$ cat config.mk
export PLATFORM = sky130hd
export DESIGN_NAME = cpu_run_monitor
export DESIGN_NICKNAME = d
export VERILOG_FILES = /design/src/rtl/run_mon_pkg.sv /design/src/rtl/sat_counter.sv /design/src/rtl/cpu_run_monitor.sv
export SDC_FILE = /design/constraint.sdc
export NUM_CORES = 1
export LEC_CHECK = 0
export CORE_MARGIN = 2
export CORE_UTILIZATION = 45
export CTS_CLUSTER_SIZE = 30
export DETAILED_ROUTE_END_ITERATION = 8
export DONT_BUFFER_PORTS = 1
export SETUP_SLACK_MARGIN = 0.1
export SLEW_MARGIN = 20
export SYNTH_ARGS = -nofsm -noshare
export SYNTH_HDL_FRONTEND = slang
export SYNTH_SLANG_ARGS = --single-unit
export TNS_END_PERCENT = 20
$ cat constraint.sdc
create_clock -name CLK -period 15.5 [get_ports CLK]
set_clock_uncertainty 0.1 [all_clocks]
set_input_delay 3.875 -clock CLK [delete_from_list [all_inputs] [get_ports CLK]]
set_output_delay 3.875 -clock CLK [all_outputs]
set_load 0.03 [all_outputs]
$ cat src/rtl/run_mon_pkg.sv
// Shared types for the end-of-program run monitor.
// Run states, termination causes and the mailbox pass value.
package run_mon_pkg;

  typedef enum logic [1:0] {
    IDLE = 2'd0,
    RUN  = 2'd1,
    DONE = 2'd2
  } state_t;

  typedef enum logic [2:0] {
    ST_NONE    = 3'd0,
    ST_HALT    = 3'd1,
    ST_PASS    = 3'd2,
    ST_FAIL    = 3'd3,
    ST_LOOP    = 3'd4,
    ST_TIMEOUT = 3'd5
  } status_t;

  localparam int TOHOST_PASS = 1;

endpackage

$ cat src/rtl/sat_counter.sv
// Saturating up-counter with synchronous clear.
// Clear wins over enable; the count sticks at all-ones.
module sat_counter #(
  parameter int W = 32
) (
  input  logic         CLK,
  input  logic         RST,
  input  logic         clr,
  input  logic         en,
  output logic [W-1:0] q
);

  logic [W-1:0] cnt_q;
  logic [W-1:0] cnt_d;

  always_comb begin
    cnt_d = cnt_q;
    if (clr)
      cnt_d = '0;
    else if (en && cnt_q != '1)
      cnt_d = cnt_q + W'(1);
  end

  always_ff @(posedge CLK or posedge RST) begin
    if (RST)
      cnt_q <= '0;
    else
      cnt_q <= cnt_d;
  end

  assign q = cnt_q;

endmodule

$ cat src/rtl/cpu_run_monitor.sv
// Passive end-of-program monitor for the single-cycle core.
// Detects tohost, halt, self-loop and timeout; keeps run stats.
module cpu_run_monitor
  import run_mon_pkg::*;
#(
  parameter int                ADDR_W      = 10,
  parameter int                DATA_W      = 32,
  parameter int                CNT_W       = 32,
  parameter logic [DATA_W-1:0] HALT_INSTR  = 32'h0000_0000,
  parameter logic [ADDR_W-1:0] TOHOST_ADDR = 10'h3FF,
  parameter int                LOOP_N      = 4,
  parameter int                TIMEOUT     = 100000
) (
  input  logic              CLK,
  input  logic              RST,
  input  logic              start,
  input  logic [ADDR_W-1:0] iaddr,
  input  logic [DATA_W-1:0] idata,
  input  logic [ADDR_W-1:0] daddr,
  input  logic [DATA_W-1:0] ddata_w,
  input  logic              d_w,
  input  logic              d_r,
  output logic              busy,
  output logic              done,
  output logic [2:0]        status,
  output logic [CNT_W-1:0]  cycles,
  output logic [CNT_W-1:0]  instrs,
  output logic [CNT_W-1:0]  dreads,
  output logic [CNT_W-1:0]  dwrites,
  output logic [DATA_W-1:0] tohost
);

  localparam int LW = $clog2(LOOP_N + 2);
  localparam logic [LW-1:0] LOOP_LIM = LW'(LOOP_N);

  // A timeout beyond the counter range fires once cycles saturates.
  localparam logic [63:0] CMAX = (64'd1 << CNT_W) - 64'd1;
  localparam logic [63:0] TO64 = 64'(TIMEOUT);
  localparam logic [63:0] TLIM = (TO64 > CMAX) ? CMAX : TO64;
  localparam logic [CNT_W-1:0] TO_LIM = TLIM[CNT_W-1:0];

  state_t              state_q, state_d;
  status_t             status_q, status_d;
  logic [DATA_W-1:0]   tohost_q, tohost_d;
  logic [ADDR_W-1:0]   iaddr_q;
  logic [LW-1:0]       loop_q, loop_d;
  logic                busy_q, busy_d;
  logic                done_q, done_d;

  logic                run;
  logic                launch;
  logic                hit_tohost;
  logic                hit_halt;
  logic                hit_loop;
  logic                hit_to;
  logic [CNT_W-1:0]    cyc_nxt;
  logic [LW-1:0]       loop_nxt;

  assign run    = (state_q == RUN);
  assign launch = start && !run;

  assign cyc_nxt = (cycles == '1) ? cycles : cycles + CNT_W'(1);

  // cycles is still zero during the first RUN cycle.
  assign loop_nxt = (cycles != '0 && iaddr == iaddr_q) ?
                    loop_q + LW'(1) : '0;

  assign hit_tohost = d_w && (daddr == TOHOST_ADDR);
  assign hit_halt   = (idata == HALT_INSTR);
  assign hit_loop   = (LOOP_N != 0) && (loop_nxt == LOOP_LIM);
  assign hit_to     = (TIMEOUT != 0) && (cyc_nxt == TO_LIM);

  always_comb begin
    state_d  = state_q;
    status_d = status_q;
    tohost_d = tohost_q;
    loop_d   = loop_q;
    busy_d   = busy_q;
    done_d   = done_q;
    if (launch) begin
      state_d  = RUN;
      status_d = ST_NONE;
      tohost_d = '0;
      loop_d   = '0;
      busy_d   = 1'b1;
      done_d   = 1'b0;
    end else if (run) begin
      loop_d = loop_nxt;
      if (hit_tohost || hit_halt || hit_loop || hit_to) begin
        state_d = DONE;
        busy_d  = 1'b0;
        done_d  = 1'b1;
      end
      if (hit_tohost) begin
        tohost_d = ddata_w;
        status_d = (ddata_w == DATA_W'(TOHOST_PASS)) ?
                   ST_PASS : ST_FAIL;
      end else if (hit_halt)
        status_d = ST_HALT;
      else if (hit_loop)
        status_d = ST_LOOP;
      else if (hit_to)
        status_d = ST_TIMEOUT;
    end
  end

  always_ff @(posedge CLK or posedge RST) begin
    if (RST) begin
      state_q  <= IDLE;
      status_q <= ST_NONE;
      tohost_q <= '0;
      iaddr_q  <= '0;
      loop_q   <= '0;
      busy_q   <= 1'b0;
      done_q   <= 1'b0;
    end else begin
      state_q  <= state_d;
      status_q <= status_d;
      tohost_q <= tohost_d;
      iaddr_q  <= iaddr;
      loop_q   <= loop_d;
      busy_q   <= busy_d;
      done_q   <= done_d;
    end
  end

  sat_counter #(.W(CNT_W)) u_cycles (
    .CLK (CLK),
    .RST (RST),
    .clr (launch),
    .en  (run),
    .q   (cycles)
  );

  sat_counter #(.W(CNT_W)) u_instrs (
    .CLK (CLK),
    .RST (RST),
    .clr (launch),
    .en  (run && !hit_halt),
    .q   (instrs)
  );

  sat_counter #(.W(CNT_W)) u_dreads (
    .CLK (CLK),
    .RST (RST),
    .clr (launch),
    .en  (run && d_r),
    .q   (dreads)
  );

  sat_counter #(.W(CNT_W)) u_dwrites (
    .CLK (CLK),
    .RST (RST),
    .clr (launch),
    .en  (run && d_w),
    .q   (dwrites)
  );

  assign busy   = busy_q;
  assign done   = done_q;
  assign status = status_q;
  assign tohost = tohost_q;

endmodule

---- Word-level counts from Yosys, hierarchy flattened ----
Cells that the tools add are included.
word-level totals
  bits of input ports ..................... 89
  memories ................................ 0
  output and inout port bits .............. 165
  flip-flop bits (word level) ............. 180
  memory bits (read-only) ................. 0
  bits in latches ......................... 0
  bits in writable memories ............... 0
operators by class
  $add $sub $neg .......................... 5
  shift operators ......................... 0
  reduce and logical (&&, ||, !) cells .... 28
  divide/modulo/power cells ............... 0
  bitwise gates (word level) .............. 0
  equal/unequal tests ..................... 11
  $mul .................................... 0
  multiplexer cells ....................... 31
  magnitude comparators ................... 0
operators by type and width
  kind                                                   number
  2-to-1 mux 32 bit                                      12
  adder 32 x 1 -> 32 bit, second input constant          4
  inequality test 32 bit, second input constant          4
  equality test 32 x 1 -> 1 bit, second input constant   1
  equality test 32 x 17 -> 1 bit, second input constant  1
  equality test 32 bit, second input constant            1
  zero test 32 bit                                       1
  nonzero test 32 bit                                    1
  2-to-1 mux 3 bit                                       9
  nonzero test 2 bit                                     7
  equality test 10 bit                                   1
  equality test 10 bit, second input constant            1
  logical AND 1 bit                                      10
  2-to-1 mux 1 bit                                       7
  2-to-1 mux 2 bit                                       3
  AND reduction 2 bit                                    3
  nonzero test 5 bit                                     1
  adder 3 x 1 -> 3 bit, second input constant            1
  equality test 3 bit, second input constant             1
  logical OR 1 bit                                       3
  equality test 2 x 1 -> 1 bit, second input constant    1
  zero test 1 bit                                        2

---- Depth between registers and ports, before layout ----
Gate-level depths: netlist of the first run.
  depth in word-level cells ............... 9
  depth in mapped cells ................... 12
  mapped depth without buffers ............ 9

---- Hierarchy ----
Synthesis of the first run repeated with hierarchy kept, for this count alone.
unflattened totals
  cells, all modules ...................... 1124
  area, all modules ....................... 10068.4 um^2
modules (own cells, without submodules)
  module           cells each  times used  seq. area each (um^2)  area each (um^2)
  sat_counter      186         4           800.8                  1740.4
  cpu_run_monitor  380         1           1251.2                 3106.7

---- Worst setup path after synthesis of the first run ----
OpenSTA, ideal clock, no wires.
  path kind ............................... input to register
  from .................................... in idata[28]
  to ...................................... reg u_instrs.cnt_q[30], in the netlist u_instrs.q[30]
  setup time .............................. 82 ps
  slack ................................... 9930 ps
  data arrival time ....................... 5388 ps
  stages on the path ...................... 7
  cell sequence ........................... nor4_1 -> nand4_1 -> o21ai_0 -> nor3_1 -> nand3_1 -> nor4_1 -> mux2i_1
on the way
  cells in the longest elaborated chain, start to end .. 5
ends and longest elaborated chain
  element                              RTL line                RTL
  start, declared                      cpu_run_monitor.sv:18   input logic [DATA_W-1:0] idata,
  zero test 32 bit                     cpu_run_monitor.sv:69   assign hit_halt = (idata == HALT_INSTR);
  zero test 1 bit                      cpu_run_monitor.sv:139  .en (run && !hit_halt),
  logical AND 1 bit                    cpu_run_monitor.sv:139
  logical AND 1 bit                    sat_counter.sv:20       else if (en && cnt_q != '1)
  nonzero test 2 bit (no source line)  -
  end signal, assigned                 sat_counter.sv:28       cnt_q <= cnt_d;
  end, declared                        sat_counter.sv:13       logic [W-1:0] cnt_q;
Every way passes these cells.
A chain may end at the register's enable or synchronous reset.

---- Final worst setup path of the first run ----
  from .................................... in idata[9]
  to ...................................... reg u_instrs.cnt_q[25], in the netlist u_instrs.q[25]
The elaborated chain is that of the path after synthesis.

==> results.json, run 1 <==
{
  "drive_gt1_frac": 0.0608,
  "numCtsBuffers": 17,
  "ys_seq_area_frac": 0.472,
  "cp-end-kind": "flip-flop",
  "n_antenna_cell": 0,
  "clk_pin_slew_ps": 70,
  "rsz0062_at_grt": "no",
  "wirelength_um": 26500,
  "dieArea_um2": 22200,
  "first_global_vias": 7519,
  "grt_usage": 0.237,
  "criticalPathCategory": "primary input to flip-flop",
  "drc": 0,
  "design_area_um2": 10200,
  "synthArstFlopShare": 1.00,
  "design.core.area_um2": 20800,
  "p_leak_uw": 0.00419,
  "dp_worst_setup_slack_ps": 9570,
  "dp_hpwl_um": 18300,
  "synth.avg_cell_area_um2": 8.94,
  "grt_first_pass_wirelength_um": 41600,
  "status": "complete, no violations",
  "yosys_most_used_dff": "dfrtp_1",
  "synth_seq_cells": 178,
  "required_ps": 15740,
  "ant_nets": 0,
  "synthTopCellsByArea": "dfrtp_1, xor2_1, o21ai_0",
  "cts_setup_buffers": 0,
  "grt_max_degree": 82,
  "layout.nets": 1119,
  "cp_max_fo": 14,
  "cp-start-kind": "primary input",
  "fin_crit_ps": 5500,
  "slew_violations": 0,
  "synth_area_um2": 9450,
  "ir_drop_v": 0.0000768,
  "setup_tns_ps": 0,
  "hold_violations": 0,
  "drv_cap": 0,
  "dr.first_iter.drc_count": 585,
  "clockRootBuffer": "clkbuf_16",
  "syn_to_final_growth_pct": 8.05,
  "num_rows": 53,
  "cts-hold-fix-buffers": 0,
  "finalWorstSetupSlack_ps": 10000,
  "finalNonFillerCells": 1312,
  "yosys.cell_types.count": 61,
  "hold_path.class": "flip-flop to flip-flop",
  "syn_inst": 1057,
  "antenna_found_initial": 0,
  "cts_tree": "built",
  "synth_edf_count": 0,
  "cp.arrival_ps": 5740,
  "gp_congestion": 0.820,
  "cts_sinks": 178,
  "clkLatencyLatePin_ps": 440,
  "ys_warn_count": 0,
  "num_io_pins": 254,
  "timing_worst_slew_pin_value_ps": 1050,
  "place_area_um2": 9620,
  "relSlewSlack": 0.297,
  "max_freq_ghz": 0.182,
  "dp_cells": 1280,
  "clockBufferDepth": 2,
  "whs_ps": 422,
  "vias": 7797,
  "io_buffer_count": 0,
  "avgViaCountPerCell": 5.94,
  "finalCritPeriodShare": 0.355,
  "grt-ovfl-total": 0,
  "wire_per_inst_um": 20.2,
  "die_h_um": 149,
  "netlist.area_leader.share": 0.472,
  "yosys.area.top_type": "dfrtp_1",
  "setup_viol": 0,
  "ctsHtreeMaxLevel": 4,
  "syn_nets": 1152,
  "die_w_um": 149,
  "postCtsResizedCells": 0,
  "first_pass_iters": 5,
  "powerDensity_nw_per_um2": 122,
  "start_util": 0.454
}
==> final cells by class <==
class,instances,area [um2]
clock buffers,18,439
clock inverters,14,139
fillers,2001,10600
inverters,16,65.1
multi-input cells,800,4680
flip-flops and latches,178,4450
well taps,275,344
repair buffers,11,82.6
==> per-layer routing <==
layer | up-vias | GRT usage | share of wire
li1 | 3725 | - | -
met1 | 3753 | 0.298 | 0.41
met2 | 286 | 0.398 | 0.49
met3 | 33 | 0.0713 | 0.081
met4 | 0 | 0.0648 | 0.015
met5 | - | 0 | 0
==> cells in the final DEF, fill, tap and decap left out, types with 3 or more instances in the layout <==
cell and n:
xnor2_1 30, a211oi_1 6, nor3_1 12, nor4_2 4
and3_1 22, ha_1 6, inv_6 4, nand2b_1 5
and2_0 5, nand3_1 72, or3_1 13, clkinv_4 3
o31ai_1 12, or4_1 4, xor2_1 59, inv_8 3
mux2i_1 6, clkbuf_16 17, a31oi_1 12, a21oi_1 29
buf_4 11, dfrtp_1 178, and4_1 23, o21ai_0 101
and2_1 12, nor2_1 105, o211ai_1 4, nand2_1 123
nand4_1 59, nor2b_1 6, inv_1 15, nor4_1 31
==> kinds of logic after synthesis <==
family                     share of synthesized area
xor gates and xnor gates                      0.0825
DFF                                            0.472
and+or+nand+nor                                0.280
adders and majority gates                    0.00795
buffers and inverters                         0.0352
AOI/OAI and AO/OA                              0.115
muxes                                        0.00755
==> synth_stat cells, types with 3 or more instances <==
master,n
nand2_1,124
and4_1,23
nor4_1,32
and2_1,12
a21oi_1,29
and3_1,22
nor4_2,3
nand4_1,59
buf_2,16
clkbuf_1,39
buf_4,3
nand3_1,72
ha_1,6
o31ai_1,12
clkbuf_2,4
nand2b_1,5
a211oi_1,6
xnor2_1,30
o211ai_1,4
nor2b_1,7
dfrtp_1,178
a31oi_1,12
or4_1,4
nor3_1,12
inv_1,16
nor2_1,106
and2_0,5
or3_1,13
mux2i_1,6
o21ai_0,101
xor2_1,59
==> sequential cells by signal, indices dropped and copies added, names as in the netlist <==
signal	cells
loop_q	3
u_instrs.q	32
tohost	32
u_cycles.q	32
status	3
state_q	2
u_dreads.q	32
iaddr_q	10
u_dwrites.q	32
==> power by group <==
part,internal [uW],leakage (uW),switching (uW),total [uW]
Sequential,506,0.00236,185,691
Combinational,56.7,0.00155,73.2,130
Clock,218,0.000279,208,426
Total,781,0.00419,466,1250
==> critical path: stages <==
cell and delay [ps]:
nor4_1 40, nand4_1 110, o21ai_0 160, a211oi_2 740, nand3_1 250, or3_1 410, a21oi_1 150
==> metrics by stage <==
stage | utilization | power, uW
after floorplan | - | 779
after global placement | 0.462 | 825
after detailed placement | 0.462 | 831
after CTS | 0.490 | 1260
after global routing | 0.490 | 1310
final | 0.490 | 1250
==> worst paths after layout <==
path	start	to	slack [ps]	cells after the start
max	idata[9]	u_instrs.q[25]$_DFFE_PP0P_	10000	7
min	loop_q[1]$_DFFE_PP0P_	loop_q[1]$_DFFE_PP0P_	420	2
max reg2reg	u_cycles.q[0]$_DFFE_PP0P_	u_cycles.q[5]$_DFFE_PP0P_	11300	9
min reg2reg	loop_q[1]$_DFFE_PP0P_	loop_q[1]$_DFFE_PP0P_	420	2
max in group asynchronous	RST	u_instrs.q[31]$_DFFE_PP0P_	10810	2
min in group asynchronous	RST	u_cycles.q[0]$_DFFE_PP0P_	3230	1
Power figures use the tool's default switching activity.
==> inputs of run 2 (changes only) <==
==> constraint.sdc (replaced) <==
create_clock -name CLK -period 5.3 [get_ports CLK]
set_clock_uncertainty 0.1 [all_clocks]
set_input_delay 1.325 -clock CLK [delete_from_list [all_inputs] [get_ports CLK]]
set_output_delay 1.325 -clock CLK [all_outputs]
set_load 0.03 [all_outputs]
==> results.json, run 2 (synthesis gave the netlist of run 1 again) <==
{
  "finalNonFillerCells": 1312,
  "layout.nets": 1119,
  "cp-end-kind": "flip-flop",
  "hp-start": "loop_q[1]$_DFFE_PP0P_",
  "antenna_found_initial": 0,
  "design.core.area_um2": 20800,
  "numCtsBuffers": 17,
  "layout_commonest_cell": "dfrtp_1",
  "grt_max_degree": 105,
  "cp_max_fo": 20,
  "clockBufferDepth": 2,
  "pwr-share-comb": 0.106,
  "avgViaCountPerCell": 5.92,
  "dr.first_iter.drc_count": 413,
  "timing_worst_slew_pin_value_ps": 969,
  "die_h_um": 149,
  "mostFrequentLayoutCells": "dfrtp_1, nand2_1, nor2_1",
  "p_leak_uw": 0.00418,
  "postCtsResizedCells": 0,
  "start_util": 0.454,
  "syn_to_final_growth_pct": 8.01,
  "cts_setup_buffers": 0,
  "reg2reg_depth": 9,
  "cts_tree": "built",
  "criticalPathCategory": "flip-flop to flip-flop",
  "wire_per_inst_um": 20.0,
  "status": "complete, no violations",
  "hold_violations": 0,
  "wirelength_um": 26200,
  "n_antenna_cell": 0,
  "min_to": "loop_q[1]$_DFFE_PP0P_",
  "p_switching_uw": 1360,
  "hold_path.class": "flip-flop to flip-flop",
  "cts_sinks": 178,
  "power_uw": 3630,
  "fin_crit_ps": 3790,
  "dieArea_um2": 22200,
  "clkLatencyLatePin_ps": 430,
  "power_frac_seq": 0.557,
  "clkPwrFrac": 0.337,
  "setup_tns_ps": 0,
  "required_ps": 5470,
  "drive_gt1_frac": 0.0608,
  "internal_power_uw": 2270,
  "cp-start-kind": "flip-flop",
  "num_io_pins": 254,
  "clockRootBuffer": "clkbuf_16",
  "swShare": 0.374,
  "dp_hpwl_um": 18300,
  "hold_depth": 2,
  "vias": 7761,
  "dp_cells": 1280,
  "relSlewSlack": 0.354,
  "setup_viol": 0,
  "first_global_vias": 7300,
  "rrSetupSlack_ps": 1510,
  "ir_drop_v": 0.000248,
  "ant_nets": 0,
  "grt-ovfl-total": 0,
  "ctsHtreeMaxLevel": 4,
  "die_w_um": 149,
  "drc": 0,
  "cp.arrival_ps": 3960,
  "num_rows": 53,
  "timing.rr.start": "u_cycles.q[0]$_DFFE_PP0P_",
  "clk_pin_slew_ps": 70,
  "finalCritPeriodShare": 0.714,
  "slew_violations": 0,
  "rsz0062_at_grt": "no",
  "drv_cap": 0,
  "cts-hold-fix-buffers": 0,
  "grt_first_pass_wirelength_um": 40900,
  "powerDensity_nw_per_um2": 356,
  "max_freq_ghz": 0.264,
  "gp_congestion": 0.817,
  "first_pass_iters": 4,
  "grt_usage": 0.233,
  "io_buffer_count": 0,
  "worst_r2r_endpoint": "u_cycles.q[7]$_DFFE_PP0P_"
}
-- run 2: cell count changes in the layout (fill, tap and decap cells not counted) --
cell        change
clkbuf_8        -1
inv_6           +1
clkinv_8        -1
clkinv_4        -2
buf_12          +1
buf_4           -1
clkinvlp_4      +3
-- run 2: final cells by class --
cell class / instances / area, um2
fill: 1989 / 10600
multi-input combinational: 800 / 4680
sequential: 178 / 4450
clock buffer: 17 / 425
tap: 275 / 344
clock inverter: 15 / 138
timing repair buffer: 11 / 95.1
inverter: 16 / 63.8
-- run 2: worst max path at each step --
stage,startpoint,end
6_report,u_cycles.q[0]$_DFFE_PP0P_,u_cycles.q[7]$_DFFE_PP0P_
5_1_grt,u_cycles.q[1]$_DFFE_PP0P_,u_cycles.q[27]$_DFFE_PP0P_
4_1_cts,u_cycles.q[0]$_DFFE_PP0P_,u_cycles.q[7]$_DFFE_PP0P_
3_5_place_dp,u_cycles.q[0]$_DFFE_PP0P_,u_cycles.q[7]$_DFFE_PP0P_
3_3_place_gp,u_cycles.q[0]$_DFFE_PP0P_,u_cycles.q[7]$_DFFE_PP0P_
2_1_floorplan,RST,iaddr_q[0]$_DFF_PP0_
-- run 2: routing by layer --
layer  vias up  part of all wire  track usage
met1      3771              0.42        0.296
met2       263              0.49        0.399
met3        16             0.076       0.0639
met5         -                 0            0
met4         0             0.010       0.0462
li1       3711                 -            -
-- run 2: power groups by stage --
| stage | sequential (uW) | clock (uW) | combinational (uW) |
|---|---|---|---|
| floorplan | 1890 | 0 | 385 |
| global placement | 2050 | 0 | 380 |
| detailed placement | 2050 | 0 | 388 |
| CTS | 2020 | 1250 | 390 |
| global route | 2050 | 1310 | 449 |
| finish | 2020 | 1220 | 385 |
-- run 2: metrics by stage --
step	area, um2	util	setup slack (ps)	hold WS (ps)
2_1_floorplan	9450	-	1590	379
3_3_place_gp	9640	0.463	1660	408
3_5_place_dp	9640	0.463	1540	414
4_1_cts	10200	0.490	1530	430
5_1_grt	10200	0.490	1200	442
6_report	10200	0.490	1510	418
-- run 2: worst max-delay path: stages (launching register included) --
cell and delay [ps]:
dfrtp_1 640, ha_1 380, nand4_1 240, or4_1 630, nor3_4 360, a21o_1 620, buf_4 340, nor2_1 50
o21ai_0 150, o21ai_0 110
